==> src/rtl/keypad_pkg.sv <==
// Shared types and helpers for the keypad one-hot capture front-end.
// Used by the RTL and by bench checkers.
package keypad_pkg;

   localparam int KEY_W = 8;

   typedef logic [1:0] state_t;

   localparam state_t ST_IDLE  = 2'd0;
   localparam state_t ST_PRESS = 2'd1;
   localparam state_t ST_HOLD  = 2'd2;

   function automatic logic [3:0] popcount(input logic [KEY_W-1:0] v);
      logic [3:0] c;
      c = '0;
      for (int i = 0; i < KEY_W; i++) begin
         c = c + {3'b000, v[i]};
      end
      return c;
   endfunction

   function automatic logic is_onehot(input logic [KEY_W-1:0] v);
      return popcount(v) == 4'd1;
   endfunction

endpackage

==> src/rtl/key_debouncer.sv <==
// Two-flop synchroniser plus stable-count debouncer for the key lines.
// deb only follows sync2 after DEB_CYCLES identical samples.
module key_debouncer
   import keypad_pkg::*;
#(
   parameter int DEB_CYCLES = 16
) (
   input  logic             clk,
   input  logic             rst_n,
   input  logic [KEY_W-1:0] key_raw,
   output logic [KEY_W-1:0] deb
);

   localparam int CW = (DEB_CYCLES > 1) ? $clog2(DEB_CYCLES) : 1;
   localparam logic [CW-1:0] CMAX = CW'(DEB_CYCLES - 1);

   logic [KEY_W-1:0] sync1;
   logic [KEY_W-1:0] sync2;
   logic [KEY_W-1:0] cand;
   logic [CW-1:0]    cnt;

   always_ff @(posedge clk or negedge rst_n) begin
      if (!rst_n) begin
         sync1 <= '0;
         sync2 <= '0;
         cand  <= '0;
         cnt   <= '0;
         deb   <= '0;
      end else begin
         sync1 <= key_raw;
         sync2 <= sync1;
         if (sync2 != cand) begin
            cand <= sync2;
            cnt  <= '0;
         end else begin
            if (cnt < CMAX) begin
               cnt <= cnt + 1'b1;
            end
            if (cnt == CMAX) begin
               deb <= cand;
            end
         end
      end
   end

endmodule

==> src/rtl/keypad_onehot_capture.sv <==
// Debounced single-key capture with valid/ready one-hot output.
// Optional auto-repeat in HOLD: define KEYCAP_AUTOREPEAT_EN.
module keypad_onehot_capture
   import keypad_pkg::*;
#(
   parameter int DEB_CYCLES    = 16,
   parameter int REPEAT_CYCLES = 256
) (
   input  logic             clk,
   input  logic             rst_n,
   input  logic [KEY_W-1:0] key_raw,
   input  logic             out_ready,
   output logic [KEY_W-1:0] onehot,
   output logic             en,
   output logic             multi_err
);

   if (DEB_CYCLES < 2 || REPEAT_CYCLES < 2) begin : g_param_check
      $error("keypad_onehot_capture: DEB_CYCLES and REPEAT_CYCLES must be >= 2");
   end

   logic [KEY_W-1:0] deb;
   logic [3:0]       deb_pop;
   state_t           state;

   key_debouncer #(
      .DEB_CYCLES (DEB_CYCLES)
   ) u_deb (
      .clk     (clk),
      .rst_n   (rst_n),
      .key_raw (key_raw),
      .deb     (deb)
   );

   assign deb_pop = popcount(deb);

`ifdef KEYCAP_AUTOREPEAT_EN
   localparam int RW = $clog2(REPEAT_CYCLES);
   localparam logic [RW-1:0] RMAX = RW'(REPEAT_CYCLES - 1);

   logic [RW-1:0]    rpt;
   logic             rpt_ok;
   logic [KEY_W-1:0] deb_prev;

   always_ff @(posedge clk or negedge rst_n) begin
      if (!rst_n) begin
         state     <= ST_IDLE;
         onehot    <= '0;
         en        <= 1'b0;
         multi_err <= 1'b0;
         rpt       <= '0;
         rpt_ok    <= 1'b0;
         deb_prev  <= '0;
      end else begin
         multi_err <= 1'b0;
         deb_prev  <= deb;
         case (state)
            ST_IDLE: begin
               if (deb_pop == 4'd1) begin
                  onehot <= deb;
                  en     <= 1'b1;
                  state  <= ST_PRESS;
               end else if (deb_pop >= 4'd2) begin
                  multi_err <= 1'b1;
                  rpt       <= '0;
                  rpt_ok    <= 1'b0;
                  state     <= ST_HOLD;
               end
            end
            ST_PRESS: begin
               if (out_ready) begin
                  en     <= 1'b0;
                  rpt    <= '0;
                  rpt_ok <= 1'b1;
                  state  <= ST_HOLD;
               end
            end
            ST_HOLD: begin
               if (deb == '0) begin
                  state <= ST_IDLE;
               end else if (deb != deb_prev) begin
                  rpt <= '0;
               end else if (rpt_ok && deb_pop == 4'd1) begin
                  // Repeat fires on the cycle the counter sits at its top value
                  if (rpt == RMAX) begin
                     onehot <= deb;
                     en     <= 1'b1;
                     state  <= ST_PRESS;
                  end else begin
                     rpt <= rpt + 1'b1;
                  end
               end
            end
            default: state <= ST_IDLE;
         endcase
      end
   end
`else
   always_ff @(posedge clk or negedge rst_n) begin
      if (!rst_n) begin
         state     <= ST_IDLE;
         onehot    <= '0;
         en        <= 1'b0;
         multi_err <= 1'b0;
      end else begin
         multi_err <= 1'b0;
         case (state)
            ST_IDLE: begin
               if (deb_pop == 4'd1) begin
                  onehot <= deb;
                  en     <= 1'b1;
                  state  <= ST_PRESS;
               end else if (deb_pop >= 4'd2) begin
                  multi_err <= 1'b1;
                  state     <= ST_HOLD;
               end
            end
            ST_PRESS: begin
               if (out_ready) begin
                  en    <= 1'b0;
                  state <= ST_HOLD;
               end
            end
            ST_HOLD: begin
               if (deb == '0) begin
                  state <= ST_IDLE;
               end
            end
            default: state <= ST_IDLE;
         endcase
      end
   end
`endif

endmodule

==> config.mk <==
export PLATFORM = sky130hd
export DESIGN_NAME = keypad_onehot_capture
export DESIGN_NICKNAME = d
export VERILOG_FILES = /design/src/rtl/keypad_pkg.sv /design/src/rtl/key_debouncer.sv /design/src/rtl/keypad_onehot_capture.sv
export SDC_FILE = /design/constraint.sdc
export NUM_CORES = 1
export LEC_CHECK = 0
export ABC_CLOCK_PERIOD_IN_PS = 8500
export BUFFER_PORTS_ARGS = -buffer_cell sky130_fd_sc_hd__buf_2
export CAP_MARGIN = 20
export CORE_MARGIN = 1
export CORE_UTILIZATION = 60
export DETAILED_ROUTE_END_ITERATION = 8
export PLACE_DENSITY = 0.91
export SLEW_MARGIN = 5
export SYNTH_ARGS = -nofsm -noshare
export SYNTH_HDL_FRONTEND = slang
export SYNTH_SLANG_ARGS = --single-unit
==> constraint.sdc <==
create_clock -name clk -period 8.5 [get_ports clk]
set_clock_uncertainty 0.1 [all_clocks]
set_input_delay 0.85 -clock clk [delete_from_list [all_inputs] [get_ports clk]]
set_output_delay 0.85 -clock clk [all_outputs]
set_load 0.02 [all_outputs]
After elaboration in Yosys (flattened, before gate mapping) --
Index checks and enable logic that the tools add are counted. Widths: inputs -> output; s select.
Storage, ports and cells: bits in registers 48, bits in latches 0, memory bits (writable) 0, memory bits (read-only) 0, output and inout port bits 10, memories 0
Cells by class: add/subtract/negate cells 8, $mul 0, div/mod/pow operators 0, magnitude comparators 2, equality and inequality tests 9, shift-type cells 0, muxes and demuxes 13, bitwise gates (word level) 1, reduce and logical (&&, ||, !) cells 8
Operators with widths (count):
- $add 4x1->4 | 4
- $logic_not 8->1 | 1
- $mux 2 | 4
- $mux 4 | 2
- $ne 8x8->1 | 1
- $ne 2x2->1 const B | 3
- $pmux 2 s3 | 1
- $reduce_and 3->1 | 2
- $mux 1 | 5
- $add 3x1->4 | 1
- $add 4x1->4 const B | 1
- $eq 4x1->1 const B | 1
- $eq 4x4->1 const B | 1
- $ge 4x2->1 const B | 1
- $lt 4x4->1 const B | 1
- $reduce_and 2->1 | 2
- $reduce_bool 2->1 | 2
- $add 2x1->3 | 1
- $ne 3x3->1 const B | 1
- $add 1x1->2 | 1
- $eq 2x1->1 const B | 1
- $eq 2x2->1 const B | 1
- $logic_not 2->1 | 1
- $pmux 1 s2 | 1
- $not 1->1 | 1

Logic depth before layout (Yosys ltp) --
depth after elaboration 11, depth in mapped cells 13, gate-level depth less buffers 12

Modules after synthesis --
Synthesis repeated with hierarchy kept, for this count alone.
Unflattened totals: cell total of the unflattened synthesis 137, area, all modules 1910.6 um2
By module, submodules not included:
- key_debouncer | instances 1, cells each 78, area an instance 1209.9 um2, seq. area each 900.9 um2
- keypad_onehot_capture | instances 1, cells each 59, area an instance 700.7 um2, seq. area each 300.3 um2

Least setup slack after synthesis --
OpenSTA, ideal clock, no wires.
path kind reg-to-reg, from reg u_deb.deb[0], to reg onehot[0], library setup time 125 ps, arrival 3584 ps, path slack 4691 ps, cell stages (with the launch flop) 14, buffers on the path 1, clock period less this slack 3809 ps, cells stage by stage dfrtp_1 inv_1 fa_1 fa_1 fa_1 inv_1 ha_1 inv_1 fa_1 nor3b_2 a21oi_1 or4_1 buf_6 mux2_4
Between the ends: longest elaborated chain between the ends 9
Ends and longest elaborated chain:
- start, declared | line key_debouncer.sv:11 | output logic [KEY_W-1:0] deb
- start signal, assigned | line key_debouncer.sv:40 | deb <= cand;
- $add 1x1->2 | line keypad_pkg.sv:17 | c = c + {3'b000, v[i]};
- $add 2x1->3 | line keypad_pkg.sv:17
- $add 3x1->4 | line keypad_pkg.sv:17
- $add 4x1->4 (4 in a row) | line keypad_pkg.sv:17
- $eq 4x1->1 | line keypad_onehot_capture.sv:109 | if (deb_pop == 4'd1) begin
- $reduce_and 2->1 (no source line)
- end signal, assigned | line keypad_onehot_capture.sv:102 | onehot <= '0;
- end signal, assigned | line keypad_onehot_capture.sv:110 | onehot <= deb;
- end, declared | line keypad_onehot_capture.sv:13 | output logic [KEY_W-1:0] onehot,
Parallel ways exist; a longest one is shown, timed or not. A chain may end at the register's enable or synchronous reset.

Final worst setup path --
from reg u_deb.deb[0], to reg onehot[4]
Between the ends: longest elaborated chain between the ends 9
Ends and longest elaborated chain (line):
- $add 1x1->2 | keypad_pkg.sv:17
- $add 2x1->3 | keypad_pkg.sv:17
- $add 3x1->4 | keypad_pkg.sv:17
- $add 4x1->4 (4 in a row) | keypad_pkg.sv:17
- $eq 4x1->1 | keypad_onehot_capture.sv:109
- $reduce_and 2->1 (no source line)
Every way passes these cells.

==> results.py <==
metrics = {
    "setup_path": {
        "cp.required_ns": 8.65,
        "crit_path_end_kind": "flip-flop",
        "cp.arrival_ns": 4.36,
        "path_class": "flip-flop to flip-flop",
        "startpoint_type": "flip-flop",
        "cp_max_fo": 10,
    },
    "route": {
        "drc_errors": 0,
        "ant_nets": 0,
        "drt_iter0_drc": 35,
        "firstDrtPassIters": 4,
        "wl_um": 2771,
        "wire_per_inst_um": 13.65,
        "dr_total_vias": 1039,
        "vias_per_cell": 5.118,
    },
    "hold_path": {
        "hold_class": "input port to asynchronous set/reset pin",
    },
    "yosys": {
        "yosysSeqAreaShare_pct": 62.22,
        "syn_area_um2": 1931,
        "synthesis.nets": 159,
        "ys_warn_count": 0,
        "syn_inst": 139,
        "postSynthAreaPerCell_um2": 13.89,
        "ys_ff_latch": 48,
        "ys_types": 29,
    },
    "timing": {
        "tns_ns": 0,
        "setup_viol": 0,
        "period_minus_slack_ns": 4.211,
        "max_slew_margin_pct": 58.18,
        "finalCritPeriodShare_pct": 49.54,
        "fmax_mhz": 237.5,
        "drv_slew": 0,
        "tightest_slew_ns": 0.6240,
        "rsz0062_at_grt": "no",
        "setup_ws_ns": 4.289,
        "finalHoldViolations": 0,
    },
    "clock_network": {
        "cts_buffers": 5,
        "cts.sinks": 48,
        "cts_tree": "yes",
        "post_cts_resized": 0,
        "insertion_delay_ns": 0.36,
        "postCtsHoldBufs": 0,
        "cts_buffer_depth": 2,
        "clk_pin_slew_ns": 0.13,
        "htreeDepth": 2,
        "cts_root_buf": "clkbuf_4",
        "cts_setup_buffers": 0,
    },
    "global_routing": {
        "grt_pass1_vias": 1026,
        "grtUsageTotal_pct": 19.55,
        "grt_max_degree": 49,
        "grt_antenna_before_repair": 0,
        "grt_pass1_wl_um": 4692,
        "grt.overflow.total": 0,
    },
    "die": {
        "dieHeight_um": 58.73,
        "ioPinCount": 21,
        "die_w_um": 58.73,
        "die_area_um2": 3449,
        "start_util_pct": 63.24,
        "core_um2": 3053,
        "rows": 20,
    },
    "placement": {
        "place_inst": 194,
        "preCtsSetupSlack_ns": 4.303,
        "hpwl_um": 2021,
        "port_buffers": 20,
        "place_congestion": 0.7842,
    },
    "cells_and_area": {
        "antennaDiodeCount": 0,
        "fill_cells": 227,
        "seq_area_um2": 1201,
        "multiInputGateArea_um2": 639.4,
        "fin_cells": 203,
        "finalNetCount": 178,
        "area_delta_synth_final_pct": 10.17,
        "final_util_pct": 69.67,
        "drive_gt1_share_pct": 30.19,
    },
    "pwr": {
        "p_leak_nw": 1.044,
        "irDropWorstVdd_uv": 135.0,
        "pwr_density_cell_nw_per_um2": 167.7,
    },
    "run": {
        "cap_violations": 0,
    },
    "status": {
        "outcome": "finished clean",
    },
}
flip-flops by register name (all words and copies together) (netlist names):
name,cells
u_deb.deb,8
u_deb.cand,8
u_deb.sync2,8
onehot,8
u_deb.cnt,4
state,2
en,1
multi_err,1
u_deb.sync1,8
stage by stage:
| stage | instance area (µm²) | power (mW) | hold slack [ns] |
|---|---|---|---|
| 2_1_floorplan | 1931 | 0.2457 | 0.2312 |
| 3_3_place_gp | 2044 | 0.2515 | 0.2314 |
| 3_5_place_dp | 2044 | 0.2528 | 0.2365 |
| 4_1_cts | 2107 | 0.3604 | 0.2660 |
| 5_1_grt | 2127 | 0.3731 | 0.1884 |
| 6_report | 2127 | 0.3567 | 0.2119 |
cells by family after synthesis:
family                     count (synthesis)  share of synthesized area [%]
muxes                                     17                          11.41
DFF                                       48                          62.22
buffers and inverters                     22                          4.666
AOI/OAI and AO/OA                          5                          1.555
xor gates and xnor gates                   9                          4.083
adders and majority gates                  9                          7.388
and+or+nand+nor                           29                          8.685
final cells by class:
| cell class | count | area share, % |
|---|---|---|
| repair buffers | 21 | 5.647 |
| flip-flops and latches | 48 | 56.47 |
| well taps | 44 | 2.588 |
| multi-input cells | 69 | 30.06 |
| inverters | 13 | 2.294 |
| clock buffers | 7 | 2.588 |
| clock inverters | 1 | 0.3529 |
metal layers:
layer / GRT usage, % / wire [µm] / up-vias
met5: 0 / 0 / -
met4: 10.20 / 27 / 0
met3: 7.253 / 138 / 2
met2: 31.82 / 1466 / 30
met1: 22.61 / 1139 / 516
li1: - / - / 491
Yosys cell counts (all sizes together):
cell    count  share of area, %
a21oi       1              0.26
a31oi       1              0.32
a41oi       1              0.45
and2b       2              0.84
buf         1              0.58
clkbuf      8               1.6
dfrtp      48                62
fa          4               4.1
ha          5               3.2
inv        13               2.5
mux2       16                11
mux2i       1              0.52
nand2       6               1.2
nand2b      2              0.65
nand3       2              0.52
nand3b      1              0.39
nand4       2              0.65
nor2        5              0.97
nor3        4               1.3
nor3b       2               1.0
nor4b       1              0.45
o21ai       2              0.52
or2         1              0.32
or4         1              0.39
xnor2       9               4.1
critical path, stage by stage, from the launching register on:
cell and delay, ns:
dfrtp_1 0.40, inv_1 0.09, fa_1 0.56, fa_1 0.43
fa_1 0.44, inv_1 0.07, ha_1 0.16, inv_1 0.07
fa_1 0.39, nor3b_2 0.16, a21oi_1 0.10, or4_1 0.75
mux2_4 0.40
worst paths after layout:
check,start,end,slack (ns),cells past startpoint
setup reg to reg,u_deb.deb[0],onehot[4],4.29,12
max in group asynchronous,rst_n,u_deb.sync1[5],7.63,2
setup / recovery,u_deb.deb[0],onehot[4],4.29,12
min in group clk,u_deb.sync1[1],u_deb.sync2[1],0.26,0
hold / removal,rst_n,onehot[0],0.21,1
hold reg to reg,u_deb.sync1[1],u_deb.sync2[1],0.26,0
report_power, final:
group | switching (mW) | internal (mW) | total [mW]
combinational | 0.00628 | 0.00523 | 0.0115
clock | 0.0671 | 0.0406 | 0.108
sequential | 0.00337 | 0.234 | 0.237
total | 0.0768 | 0.280 | 0.357
placed cells by master (no fill, tap or decap):
master / count
nand2_1: 6
mux2_4: 8
fa_1: 4
inv_1: 13
a31oi_1: 1
clkinvlp_4: 1
clkbuf_1: 1
or4_1: 1
mux2_2: 8
nand3_1: 2
buf_2: 20
nor3b_1: 1
clkbuf_4: 5
dfrtp_1: 48
nor3b_2: 1
nand4_1: 2
mux2i_1: 1
nand3b_1: 1
a21oi_1: 1
o21ai_0: 2
nor3_1: 3
and2b_1: 1
or2_2: 1
a41oi_1: 1
nand2b_1: 2
nor4b_1: 1
ha_1: 5
clkbuf_8: 1
nor2_1: 5
xnor2_1: 9
and2b_2: 1
nor3_2: 1
buf_12: 1
No activity file was read; power rests on OpenSTA's default activity.
